`src/rtl/adc_xfer_pkg.sv`:
```
// Shared types and constants for the ADC capture / transfer path.
package adc_xfer_pkg;

    localparam int unsigned ADC_SAMPLE_BITS = 16;
    localparam int unsigned ADC_WORD_W      = 256;
    localparam int unsigned ADC_HALF_W      = 128;

    // Which half of the held word (if any) is being presented downstream.
    typedef enum logic [1:0] {
        EMPTY = 2'd0,
        LOWER = 2'd1,
        UPPER = 2'd2
    } unpack_state_t;

endpackage

```
`src/rtl/sat_counter.sv`:
```
// Saturating event counter with synchronous clear; clear beats increment.
module sat_counter #(
    parameter int unsigned WIDTH = 16
) (
    input  logic             clk_i,
    input  logic             rst_i,
    input  logic             inc,
    input  logic             clr,
    output logic [WIDTH-1:0] count_o
);

    logic [WIDTH-1:0] count_q;
    logic [WIDTH-1:0] count_d;

    // Next count: clear first, otherwise increment unless already all-ones.
    always_comb begin
        count_d = count_q;
        if (clr) begin
            count_d = '0;
        end else if (inc && (count_q != '1)) begin
            count_d = count_q + WIDTH'(1);
        end
    end

    // Counter register.
    always_ff @(posedge clk_i or posedge rst_i) begin
        if (rst_i) begin
            count_q <= '0;
        end else begin
            count_q <= count_d;
        end
    end

    assign count_o = count_q;

endmodule

```
`src/rtl/adc_unpack_x2.sv`:
```
// 2:1 AXI4-Stream width converter: each wide ADC word leaves as two half beats,
// lower half first, with a saturating count of upstream stall cycles.
module adc_unpack_x2
    import adc_xfer_pkg::*;
#(
    parameter int unsigned DWIDTH_IN  = ADC_WORD_W,
    parameter int unsigned DWIDTH_OUT = ADC_HALF_W,
    parameter int unsigned CNT_WIDTH  = 16
) (
    input  logic                  aclk,
    input  logic                  areset,
    input  logic [DWIDTH_IN-1:0]  s_axis_tdata,
    input  logic                  s_axis_tvalid,
    output logic                  s_axis_tready,
    input  logic                  s_axis_tlast,
    output logic [DWIDTH_OUT-1:0] m_axis_tdata,
    output logic                  m_axis_tvalid,
    input  logic                  m_axis_tready,
    output logic                  m_axis_tlast,
    output logic [CNT_WIDTH-1:0]  stall_count,
    input  logic                  stall_clear
);

    // Build-time guard: the split only makes sense for an exact 2:1 ratio.
    generate
        if (DWIDTH_IN != 2 * DWIDTH_OUT) begin : g_bad_width
            $error("adc_unpack_x2: DWIDTH_IN must equal 2 * DWIDTH_OUT");
        end
    endgenerate

    unpack_state_t        state_q;
    unpack_state_t        state_d;
    logic [DWIDTH_IN-1:0] hold_data_q;
    logic [DWIDTH_IN-1:0] hold_data_d;
    logic                 hold_last_q;
    logic                 hold_last_d;
    logic                 s_ready_c;
    logic                 load_c;
    logic                 stall_c;

    // Next-state and upstream ready; a new word is loaded from EMPTY, or from
    // UPPER in the same cycle its upper half retires (no bubble).
    always_comb begin
        state_d     = state_q;
        hold_data_d = hold_data_q;
        hold_last_d = hold_last_q;
        s_ready_c   = 1'b0;
        load_c      = 1'b0;

        case (state_q)
            EMPTY: begin
                s_ready_c = 1'b1;
                if (s_axis_tvalid) begin
                    load_c  = 1'b1;
                    state_d = LOWER;
                end
            end
            LOWER: begin
                if (m_axis_tready) begin
                    state_d = UPPER;
                end
            end
            UPPER: begin
                s_ready_c = m_axis_tready;
                if (m_axis_tready) begin
                    if (s_axis_tvalid) begin
                        load_c  = 1'b1;
                        state_d = LOWER;
                    end else begin
                        state_d = EMPTY;
                    end
                end
            end
            default: begin
                state_d = EMPTY;
            end
        endcase

        if (load_c) begin
            hold_data_d = s_axis_tdata;
            hold_last_d = s_axis_tlast;
        end
    end

    // State and hold registers; reset drops any partially sent word.
    always_ff @(posedge aclk or posedge areset) begin
        if (areset) begin
            state_q     <= EMPTY;
            hold_data_q <= '0;
            hold_last_q <= 1'b0;
        end else begin
            state_q     <= state_d;
            hold_data_q <= hold_data_d;
            hold_last_q <= hold_last_d;
        end
    end

    // Downstream side is decoded purely from registers, so it cannot glitch
    // on m_axis_tready and stays stable while a beat is stalled.
    always_comb begin
        m_axis_tvalid = (state_q != EMPTY);
        m_axis_tlast  = (state_q == UPPER) & hold_last_q;
        if (state_q == UPPER) begin
            m_axis_tdata = hold_data_q[DWIDTH_OUT +: DWIDTH_OUT];
        end else begin
            m_axis_tdata = hold_data_q[0 +: DWIDTH_OUT];
        end
    end

    // Upstream ready is forced low while reset is asserted.
    assign s_axis_tready = s_ready_c & ~areset;
    assign stall_c       = s_axis_tvalid & ~s_axis_tready;

    // Stall statistics for detecting lost ADC data.
    sat_counter #(
        .WIDTH (CNT_WIDTH)
    ) u_stall_cnt (
        .clk_i   (aclk),
        .rst_i   (areset),
        .inc     (stall_c),
        .clr     (stall_clear),
        .count_o (stall_count)
    );

endmodule

```
`config.mk`:
```
export PLATFORM = sky130hd
export DESIGN_NAME = adc_unpack_x2
export DESIGN_NICKNAME = d
export VERILOG_FILES = /design/src/rtl/adc_xfer_pkg.sv /design/src/rtl/sat_counter.sv /design/src/rtl/adc_unpack_x2.sv
export SDC_FILE = /design/constraint.sdc
export NUM_CORES = 1
export LEC_CHECK = 0
export CAP_MARGIN = 15
export CORE_MARGIN = 4
export CORE_UTILIZATION = 46
export DETAILED_ROUTE_END_ITERATION = 8
export MAX_ROUTING_LAYER = met4
export PLACE_DENSITY_LB_ADDON = 0.08
export SYNTH_ARGS = -nofsm -noshare
export SYNTH_HDL_FRONTEND = slang
export SYNTH_SLANG_ARGS = --single-unit
```
`constraint.sdc`:
```
create_clock -name aclk -period 10.2 [get_ports aclk]
set_input_delay 2.04 -clock aclk [delete_from_list [all_inputs] [get_ports aclk]]
set_output_delay 2.04 -clock aclk [all_outputs]
set_load 0.01 [all_outputs]
```
* After elaboration in Yosys (flattened, before gate mapping)
Cells that the tools add are included.
Word-level totals: output and inout port bits 147, bits in registers 275
Operators by class: reductions and logical operators 5, add/subtract/negate cells 1, equal/unequal tests 6, multiplexer cells 12, bitwise logic cells 5
Operator list (count):
- $mux 128 | 1
- $mux 16 | 2
- $add 16x1->16 const B | 1
- $ne 16x16->1 const B | 1
- $mux 2 | 3
- $ne 2x2->1 const B | 3
- $pmux 2 s3 | 1
- $pmux 1 s2 | 2
- $reduce_bool 2->1 | 2
- $and 1x1->1 | 3
- $mux 1 | 3
- $reduce_and 3->1 | 1
- $eq 2x1->1 const B | 1
- $eq 2x2->1 const B | 1
- $logic_not 2->1 | 1
- $not 1->1 | 2
- $logic_and 1x1->1 | 1

* Longest topological paths before layout
depth in word-level cells 8, depth in mapped cells 7, depth with buffers taken out 5

* Cells and area by module
From an unflattened synthesis, not the netlist that was laid out.
Unflattened totals: cell total of the unflattened synthesis 802, area, all modules 12213.0 µm²
By module, submodules not included:
- adc_unpack_x2 | instances 1, area an instance 11280.8 µm², cells an instance 701, sequential area each 6481.2 µm²
- sat_counter | instances 1, area an instance 932.1 µm², cells an instance 101, sequential area each 400.4 µm²

* Worst setup path after synthesis
OpenSTA, ideal clock, no wires.
kind input -> output, start point in areset, end point out s_axis_tready, stages 3, data arrival time 2.542 ns, slack 5.618 ns, cell sequence or2_1 buf_2 nor2_1
Between the ends: longest elaborated chain between the ends 2
RTL lines:
- start, declared | RTL line adc_unpack_x2.sv:11 | input logic areset,
- $not 1->1 | RTL line adc_unpack_x2.sv:111 | assign s_axis_tready = s_ready_c & ~areset;
- $and 1x1->1 | RTL line adc_unpack_x2.sv:111
- end, declared | RTL line adc_unpack_x2.sv:14 | output logic s_axis_tready,
No other way between the ends.

* Worst setup path in the final report
start point reg state_q[0], end point out m_axis_tdata[15]
Between the ends: longest elaborated chain between the ends 2
RTL lines:
- start, declared | RTL line adc_unpack_x2.sv:31 | unpack_state_t state_q;
- start signal, assigned | RTL line adc_unpack_x2.sv:92 | state_q <= state_d;
- $eq 2x2->1 | RTL line adc_unpack_x2.sv:103 | if (state_q == UPPER) begin
- $mux 128 | RTL line adc_unpack_x2.sv:103
- end, declared | RTL line adc_unpack_x2.sv:16 | output logic [DWIDTH_OUT-1:0] m_axis_tdata,
No other way between the ends.

==> results <==
- The flow ran to the end, and the final reports show no timing, DRC or antenna violations.
- For this run, the total global-route usage over all layers was measured as 0.224.
- The maximum clock frequency is 170 MHz.
- The wire length per cell after detailed routing is approximately 21 um.
- The initial cell density of the core is 0.465.
- The count of final max-slew check failures is 0.
- The via count is 8222.
- The initial antenna violation count is 11.
- Power spread over the standard cell area amounts to just under 300 nW/um^2.
- Of the available clock period, the critical path in the final layout requires 0.578.
- The count of hold-fix buffers inserted at cts is 0.
- The total grt overflow is 0.
- For this run, the register share of the synthesized area comes to 0.569.
- During I/O placement, the number of pins put on the boundary was approximately 400.
- The congestion estimate from routability-driven global placement came to 0.801.
- The floorplan step set the die height to 170 um.
- The clock tree skew after final layout is around 0.010 ns.
- Setup repair after global routing left no endpoint under its margin.
- The startpoint identified for the worst hold timing path is hold_data_q[90].
- During placement, the flow inserted port buffers numbering 408.
- The largest single stage delay on the critical path is 0.64 ns.
- The area of the core is 26000 um^2.
- The count of unresolved DRC violations after routing is 0.
- Summed over all nets, the half-perimeter wirelength after detailed placement is 23800 um.
- In this run the worst setup path begins at state_q[0].
- The number of sinks driven by the clock tree is 275.
- The share of the synthesized area in the top cell type is 0.569.
- In this run the static leakage power is ~7 nW.
- The horizontal extent of the die is 170 um.
- The final number of hold-violating endpoints is 0.
- The worst IR drop on VDD is 0.221 mV.
- CTS built an H-tree with a depth of 1.
- The post-synth net total is 1064.
- Setup violations remaining at the end of the flow were counted as 0.
- The cell sitting at the root of the clock tree is a sky130_fd_sc_hd__clkbuf_16.
- For this run, the number of Yosys warnings is 0.
- The commonest cells after synthesis are 385 x sky130_fd_sc_hd__mux2_2, 275 x sky130_fd_sc_hd__dfrtp_1, 22 x sky130_fd_sc_hd__buf_4, 18 x sky130_fd_sc_hd__buf_2, 11 x sky130_fd_sc_hd__a21oi_1.
- The post-route total power is approximately 0.0052 W.
- The TritonCTS clock tree is done.
- In the final timing run, aggregate negative setup slack is 0 ns.
- The post-cts resize count is 0.
- The most numerous cell type found on the critical path is sky130_fd_sc_hd__buf_4.
- The synthesis-to-layout area growth is 44.0%.
- The proportion of synthesized flip-flops having asynchronous set or reset is 1.00.
- The synthesized design spends more area on one cell type than any other, namely sky130_fd_sc_hd__dfrtp_1.
- The clock-pin slew reported for the worst setup and hold paths after clock tree synthesis is 0.06 ns.
- The synthesized area per cell is 15.1 um^2.
- The detailed router finished its first iteration with 423 violations.
- The routed design has 33200 um of wire.
- The per-cell via count in the routed design is 5.24.
- Of the cells placed in the final design, the portion with a size suffix greater than 1 is 0.361.
- The slew at the pin with the worst max-slew slack is a little over 1 ns.
- The worst path arrival time is 3.86 ns.
- The clock network latency to the later pin of the worst-skew pair is around 0.54 ns.
- For this run, the leading register cell type out of synthesis is sky130_fd_sc_hd__dfrtp_1.
- The netlist uses 43 different library cells.
- The slowest stage cell on the critical path is sky130_fd_sc_hd__nand2b_4.
- The final critical-path required period is around 6 ns.
- The critical path goes through nand2b_4, buf_4, buf_4, mux2_2, clkdlybuf4s50_1.
- The headroom to the max-slew limit is 0.310.
- The required time of the worst setup path is about 8.2 ns.
- The first global-routing pass estimated 49400 um of wire.
- The number of setup buffers added after CTS is 0.
- The number of buffers inserted during clock tree synthesis is 30.
- By instance count, the leading cell after synthesis is sky130_fd_sc_hd__mux2_2.
- The synthesized instance count is 801.
- The final layout contains approximately 1.5k nets.
- After floorplanning, the core was divided into approximately 60 placement rows.
- The largest driver fanout on the critical path is 46.
- The clock passes through at most 3 buffers.
- The origin of the critical flop-to-flop path is state_q[1].
- The detail route stage leaves a number of antenna-violating nets equal to 0.
- After synthesis, the cell types taking the most area are sky130_fd_sc_hd__dfrtp_1 57%, sky130_fd_sc_hd__mux2_2 36%, sky130_fd_sc_hd__buf_4 1.4%.
- Entering global routing, the biggest net connects 147 pins.
- The class of the tightest hold or removal check is reg2reg.
- The worst setup path is captured at a primary output.
- The number of global-route vias before repair is 8700.
- The worst setup path is of the reg2out kind.
- The cell area after synthesis is 12100 um^2.
- STA classifies the critical path startpoint as a flip-flop.
- In this run, synthesis inferred 0 flip-flops with an integrated enable.
- The die covers 28900 um^2.
- Before antenna repair, the detailed router went through 4 iterations.
- Synthesis inferred between 200 and 300 register bits.
- The number of maximum-capacitance violations is 0.
-- cell type report --
class	instances	area (um^2)
inverters	5	26.3
diodes	12	30.0
well taps	335	419
repair buffers	414	4150
flip-flops and latches	275	6880
multi-input cells	475	4930
clock buffers	44	875
fillers	1941	8580
clock inverters	8	95.1
-- logic make-up (layout without fill, tap and decap cells) --
family / after synthesis / in the layout / share of synthesized area
adder cells (fa/ha/maj): 1 / 1 / 0.00103
multiplexers: 386 / 386 / 0.359
other: 0 / 12 / 0
AO/OA/AOI/OAI: 39 / 39 / 0.0224
AND/OR/NAND/NOR: 49 / 49 / 0.0235
flip-flops: 275 / 275 / 0.569
buffers and inverters: 51 / 471 / 0.0245
-- worst paths after layout --
path / endpoint / slack, ns / cells past startpoint
min in group asynchronous: state_q[1] / 2.11 / 2
max in group asynchronous: hold_data_q[163] / 6.75 / 3
worst min register to register: hold_data_q[90] / 0.50 / 1
worst max-delay path: m_axis_tdata[15] / 4.30 / 5
worst max register to register: hold_data_q[56] / 7.34 / 5
worst min-delay path: hold_data_q[90] / 0.50 / 1
-- per-stage QoR --
step	area [um^2]	hold slack [ns]	utilization	cells	setup slack, ns
2_1_floorplan	12100	0.454	-	801	0.580
3_3_place_gp	16400	0.483	0.631	1504	4.55
3_5_place_dp	16400	0.491	0.631	1504	4.51
4_1_cts	17400	0.505	0.669	1556	4.24
5_1_grt	17400	0.515	0.670	1567	4.12
6_report	17400	0.500	0.670	1568	4.30
-- critical path: cells and delay by family, from the launching register on --
kind	cells	cell delay, ns
buf+inv	3	1.70
simple gates	1	0.64
mux	1	0.42
flops	1	0.47
-- registers in the layout, summed over array words and instances, names as in the netlist --
name / count
hold_data_q: 256
u_stall_cnt.count_o: 16
state_q: 2
hold_last_q: 1
-- layout by cell type (no fill, tap or decap), types with 3 or more instances in the layout --
cell and n:
sky130_fd_sc_hd__buf_4 4, sky130_fd_sc_hd__inv_1 4, sky130_fd_sc_hd__and4_1 3, sky130_fd_sc_hd__diode_2 12, sky130_fd_sc_hd__nand3_1 4, sky130_fd_sc_hd__clkdlybuf4s50_1 408, sky130_fd_sc_hd__clkbuf_8 5, sky130_fd_sc_hd__clkbuf_16 31
sky130_fd_sc_hd__o21ai_0 6, sky130_fd_sc_hd__clkinv_2 4, sky130_fd_sc_hd__nor2_1 6, sky130_fd_sc_hd__and3_1 3, sky130_fd_sc_hd__nand4_1 6, sky130_fd_sc_hd__o41ai_1 3, sky130_fd_sc_hd__or4_1 6, sky130_fd_sc_hd__mux2_2 385
sky130_fd_sc_hd__nand2_1 9, sky130_fd_sc_hd__a21oi_1 11, sky130_fd_sc_hd__clkbuf_1 8, sky130_fd_sc_hd__dfrtp_1 275, sky130_fd_sc_hd__o31ai_1 4
-- per-layer routing --
metal  wire [um]  vias up  part of all wire  track usage
li1            -     3737                 -            -
met1       12900     4095              0.39        0.264
met2       16100      327              0.48        0.360
met3        3020       63             0.091       0.0778
met4        1190        0             0.036       0.0785
met5           0        -                 0            -
-- where the power goes --
part / internal, W / switching [W] / leakage [nW]
Clock: 0.000639 / 0.000427 / 0.472
Combinational: 0.00139 / 0.000784 / 3.27
Sequential: 0.00162 / 0.000290 / 3.24
Power figures use the tool's default switching activity.
